### src/rtl/onehot_rr_arbiter8.sv
// onehot_rr_arbiter8 -- upstream stage of encoder83.
// Captures rising edges on 8 request lines into a sticky pending set. It then
// hands pending requests out one at a time, in round-robin order, as a
// registered one-hot grant with a valid/ready handshake.
//
// Ports:
//   clk          single clock, rising edge
//   rst          synchronous active-high reset
//   req[7:0]     request lines; each 0->1 transition posts one request
//   grant[7:0]   registered one-hot grant, 0 when out_valid=0
//   out_valid    grant holds a valid request
//   out_ready    consumer accepts grant on out_valid && out_ready
//   pending_cnt  popcount of the pending set (registered)
//   overflow     1-cycle pulse: edge on an already-pending channel (merged)

// Per-channel edge detector and sticky pending bit.
module onehot_rr_lane (
  input  logic clk,
  input  logic rst,
  input  logic req_bit,
  input  logic load_bit,
  output logic req_edge,
  output logic pend_q,
  output logic pend_nxt
);
  logic req_q;

  assign req_edge = req_bit & ~req_q;
  // A set from a new edge wins over a clear from loading this channel.
  assign pend_nxt = (pend_q & ~load_bit) | req_edge;

  always_ff @(posedge clk) begin
    if (rst) begin
      req_q  <= 1'b0;
      pend_q <= 1'b0;
    end else begin
      req_q  <= req_bit;
      pend_q <= pend_nxt;
    end
  end
endmodule

module onehot_rr_arbiter8 #(
  parameter int N     = 8,
  parameter int CNT_W = 4
) (
  input  logic             clk,
  input  logic             rst,
  input  logic [N-1:0]     req,
  output logic [N-1:0]     grant,
  output logic             out_valid,
  input  logic             out_ready,
  output logic [CNT_W-1:0] pending_cnt,
  output logic             overflow
);
  localparam int PTR_W = $clog2(N);

  typedef enum logic {EMPTY = 1'b0, FULL = 1'b1} state_t;

  state_t           state_q, state_nxt;
  logic [N-1:0]     req_edge, pend_q, pend_nxt, load_mask;
  logic [PTR_W-1:0] ptr_q, sel_idx;
  logic             sel_found, load;
  logic [CNT_W-1:0] cnt_nxt;

  // ---------------------------------------------------------------- lanes
  for (genvar i = 0; i < N; i++) begin : g_lane
    onehot_rr_lane u_lane (
      .clk      (clk),
      .rst      (rst),
      .req_bit  (req[i]),
      .load_bit (load_mask[i]),
      .req_edge (req_edge[i]),
      .pend_q   (pend_q[i]),
      .pend_nxt (pend_nxt[i])
    );
  end

  // ------------------------------------------------------------ selection
  // First pending bit at or after ptr, wrapping; the PTR_W-bit add wraps 7->0.
  // Only the registered pending set is searched, never the same-cycle edge.
  always_comb begin
    logic [PTR_W-1:0] idx;
    sel_found = 1'b0;
    sel_idx   = ptr_q;
    idx       = '0;
    for (int k = 0; k < N; k++) begin
      idx = ptr_q + PTR_W'(k);
      if (!sel_found && pend_q[idx]) begin
        sel_found = 1'b1;
        sel_idx   = idx;
      end
    end
  end

  // Load when the output slot is empty or is being drained this edge.
  assign load      = sel_found && (state_q == EMPTY || out_ready);
  assign load_mask = load ? (N'(1) << sel_idx) : '0;

  always_comb begin
    cnt_nxt = '0;
    for (int k = 0; k < N; k++) cnt_nxt = cnt_nxt + CNT_W'(pend_nxt[k]);
  end

  // ------------------------------------------------------------------ FSM
  always_ff @(posedge clk) begin
    if (rst) state_q <= EMPTY;
    else     state_q <= state_nxt;
  end

  always_comb begin
    state_nxt = state_q;
    case (state_q)
      EMPTY:   if (sel_found) state_nxt = FULL;
      FULL:    if (out_ready) state_nxt = sel_found ? FULL : EMPTY;
      default: state_nxt = EMPTY;
    endcase
  end

  always_comb begin
    out_valid = (state_q == FULL);
  end

  // ---------------------------------------------------- registered outputs
  always_ff @(posedge clk) begin
    if (rst) begin
      grant       <= '0;
      ptr_q       <= '0;
      pending_cnt <= '0;
      overflow    <= 1'b0;
    end else begin
      if (load) begin
        grant <= load_mask;
        ptr_q <= sel_idx + PTR_W'(1);
      end else if (state_q == FULL && out_ready) begin
        grant <= '0;
      end
      pending_cnt <= cnt_nxt;
      // An edge on the channel being loaded re-posts it; that is not a loss.
      overflow    <= |(req_edge & pend_q & ~load_mask);
    end
  end
endmodule
### config.mk
export PLATFORM = sky130hd
export DESIGN_NAME = onehot_rr_arbiter8
export DESIGN_NICKNAME = d
export VERILOG_FILES = /design/src/rtl/onehot_rr_arbiter8.sv
export SDC_FILE = /design/constraint.sdc
export NUM_CORES = 1
export LEC_CHECK = 0
export ABC_CLOCK_PERIOD_IN_PS = 14800
export BUFFER_PORTS_ARGS = -buffer_cell sky130_fd_sc_hd__clkbuf_2
export CORE_MARGIN = 2
export CORE_UTILIZATION = 46
export DETAILED_ROUTE_END_ITERATION = 7
export PLACE_DENSITY_LB_ADDON = 0.08
export SLEW_MARGIN = 20
export SYNTH_ARGS = -nofsm -noshare
export SYNTH_HDL_FRONTEND = slang
export SYNTH_HIERARCHICAL = 1
export SYNTH_SLANG_ARGS = --single-unit
### constraint.sdc
create_clock -name clk -period 14.8 [get_ports clk]
set_input_delay 4.44 -clock clk [delete_from_list [all_inputs] [get_ports clk]]
set_output_delay 4.44 -clock clk [all_outputs]
set_load 0.005 [all_outputs]
==> reports/qor.csv <==
stage,metric,value,unit
layout,share of layout cells above drive strength 1,0.208,
sta,max frequency,0.131,GHz
die,die width,79.0,µm
global_route,first-pass GRT wire length,10000,µm
worst_setup_path,"delay-heaviest family, CP",adder cells,
worst_setup_path,Stages on worst setup path,18,
worst_setup_path,CP Data Arrival Time,7750,ps
worst_hold_path,Hold Path Depth,2,
layout,Final Instance Area,2820,µm²
placement,detailed placer's ending HPWL,4430,µm
yosys,syn_area_per_cell,8.99,µm²
layout,filler cell count,542,
sta,Slew @ Worst Pin,801,ps
die,# IOs,25,
die,core area,5470,µm²
cts,TritonCTS buffer count,5,
routing,First-pass DRT Iterations,4,
sta,"Slew Viols, Final",0,
yosys,share of the synthesized area in the top cell type,0.255,
worst_setup_path,most frequent CP cell,fa_1,
routing,post-route antenna net violation count,0,
global_route,All-Layer GR Usage,0.205,
sta,unrepaired setup endpoints after global routing,false,
yosys,Yosys top cell by area,dfxtp_1,
cts,hold_buf cts,0,
yosys,"Seq/Total Area, Yosys",0.255,
yosys,"FF+latch count, synth",33,
layout,area growth from synthesis to layout,8.84,%
worst_setup_path,Reg2Reg Depth,25,
worst_setup_path,Setup crit end kind,flip-flop,
job,# Max-Cap Violations,0,
cts,clock sink count,33,
sta,final setup fails,0,
yosys,ys flop type,dfxtp_1,
worst_setup_path,CP required,14940,ps
placement,Placed Instance Area,2730,µm²
placement,GPL Wtd Cong,0.874,
routing,DR vias,2143,
cts,Clock Root Buffer,clkbuf_8,
sta,Total Neg Setup Slack,0,ps
worst_setup_path,crit path max-delay cell type,fa_1,
yosys,library cells used by synthesis,66,
yosys,async set-reset flop share out of synthesis,0,
cts,post-CTS resize count,0,
cts,Clock transition at path regs,60,ps
global_route,number of global-route vias before repair,2097,
placement,count of input and output buffers,24,
layout,layout net count,333,
sta,Slew HR,0.466,
routing,Iteration-0 DRC Markers,111,
die,die height,79.0,µm
global_route,gr ovfl total,0,
worst_setup_path,crit path cell chain,"clkbuf_2, nor2b_1, a31oi_1, buf_4, nand2_1, nor2_1, nand2b_1, nand2_1, fa_1, inv_1, fa_1, fa_1, inv_1, ha_1, inv_1, fa_1, xor2_1, nor2_1",
die,Core Rows,27,
yosys,number of synthesized flops with an enable pin,0,
cts,Post-CTS Setup Inserts,0,
layout,antenna cells,0,
yosys,post-synth net total,313,
worst_setup_path,critical path class,in -> reg,
yosys,Commonest cells post-synth,"dfxtp_1 (33), nand2_1 (28), inv_1 (26), nor2_1 (26), nand2b_1 (19)",
cts,Clock Path Buffers,2,
worst_setup_path,Critical path buffers and inverters,5,
global_route,antenna violations before repair,0,
yosys,post-synthesis cell count,288,
status,status,completed,
worst_hold_path,hold crit path type,reg -> reg,
die,area of the die,6250,µm²
sta,Fin. Hold Viols,0,
sta,clock skew,8.36,ps
sta,min Tclk post-route,7610,ps
global_route,pin count of the biggest net entering global routing,33,
cts,CTS tree,yes,
routing,Avg WL per Cell,15.5,µm
yosys,most numerous cell in the Yosys netlist,dfxtp_1,
worst_setup_path,critical-path maximum fanout,15,
yosys,cell area after synthesis,2590,µm²
cts,worst-skew pair later-pin latency,290,ps
sta,final period utilization,0.514,
routing,vias per cell,5.64,
worst_setup_path,type of origin of the critical path,primary input,
routing,Remaining DRCs,0,
layout,Finished Core Util,0.515,
cts,H-tree lvl count,2,
routing,Final Routed Wirelength,5880,µm
yosys,synth warn,6,
yosys,Area contributors post-synth,"dfxtp_1 (26%), mux4_2 (7.0%), ha_1 (4.8%), nand2b_1 (4.6%), nand2_1 (4.1%)",
worst_setup_path,CP peak stage delay,530,ps
die,Initial Util,0.473,
## layout by cell type (no fill, tap or decap), types with 2 or more instances in the layout
| master | n |
|---|---|
| clkbuf_8 | 6 |
| o31ai_2 | 2 |
| a31oi_1 | 3 |
| o22ai_1 | 3 |
| or3b_1 | 2 |
| inv_1 | 26 |
| o211ai_1 | 2 |
| dfxtp_1 | 33 |
| o2111ai_1 | 2 |
| mux2_2 | 4 |
| and2_1 | 4 |
| and3_1 | 4 |
| mux4_1 | 2 |
| ha_1 | 10 |
| nand2b_1 | 19 |
| mux4_2 | 8 |
| a22o_1 | 4 |
| nor2_1 | 26 |
| a21o_1 | 2 |
| xor2_1 | 2 |
| o221ai_1 | 2 |
| nor2b_1 | 12 |
| a21oi_1 | 9 |
| nor3_1 | 2 |
| nand2_1 | 28 |
| nand3_1 | 6 |
| xnor2_1 | 4 |
| mux2i_1 | 7 |
| o31a_1 | 2 |
| a21oi_2 | 8 |
| clkbuf_2 | 24 |
| a2bb2oi_1 | 2 |
| fa_1 | 4 |
| o21ai_0 | 3 |
## final cells by class
| class | count | area, µm² | share of cell area |
|---|---|---|---|
| repair buffers | 25 | 128 | 0.0453 |
| clock buffers | 7 | 86.3 | 0.0306 |
| flip-flops and latches | 33 | 661 | 0.234 |
| inverters | 26 | 97.6 | 0.0346 |
| well taps | 72 | 90.1 | 0.0320 |
| multi-input cells | 217 | 1760 | 0.623 |
## stage by stage
stage / cells / setup WS [ps] / hold WS, ps
2_1_floorplan: 288 / 6890 / 459
5_1_grt: 380 / 6920 / 490
6_report: 380 / 7190 / 463
3_3_place_gp: 373 / 6950 / 450
4_1_cts: 380 / 7170 / 468
3_5_place_dp: 373 / 6910 / 451
## worst register-to-register path, delay by kind of cell, from the launching register on
family	cells	cell delay [ps]
AO/OA/AOI/OAI	1	150
XOR/XNOR	2	260
adder cells (fa/ha/maj)	7	2920
buffers and inverters	5	490
flip-flops	1	720
multiplexers	2	960
AND/OR/NAND/NOR	8	1380
## metal layers
metal	vias up	GRT usage	routed length, µm	part of all wire
li1	1061	-	-	-
met1	1016	0.271	2640	0.45
met2	57	0.340	2850	0.48
met3	9	0.0273	247	0.042
met4	0	0.0810	143	0.024
met5	-	0	0	0
## final timing paths
path	start	endpoint	slack, ps
hold / removal	grant[2]$_SDFFE_PP0P_	grant[2]$_SDFFE_PP0P_	460
setup / recovery	out_ready	pending_cnt[2]$_SDFF_PP0_	7190
hold reg to reg	grant[2]$_SDFFE_PP0P_	grant[2]$_SDFFE_PP0P_	460
setup reg to reg	ptr_q[0]$_SDFFE_PP0P_	pending_cnt[2]$_SDFF_PP0_	7780
## registers in the layout, summed over array words and instances (netlist names)
signal	count
g_lane.u_lane/req_q	8
overflow	1
pending_cnt	4
ptr_q	3
grant	8
out_valid	1
g_lane.u_lane/pend_q	8
## kinds of logic after synthesis
group | after synthesis | synth area share
xor gates and xnor gates | 6 | 0.0203
buffers and inverters | 38 | 0.0667
DFF | 33 | 0.255
muxes | 22 | 0.140
adders and majority gates | 14 | 0.0792
and+or+nand+nor | 115 | 0.241
AOI/OAI and AO/OA | 60 | 0.198
Power is left out: the tool's default activity adds up to more than one toggle a clock period on the data nets, which glitch-free logic cannot reach.
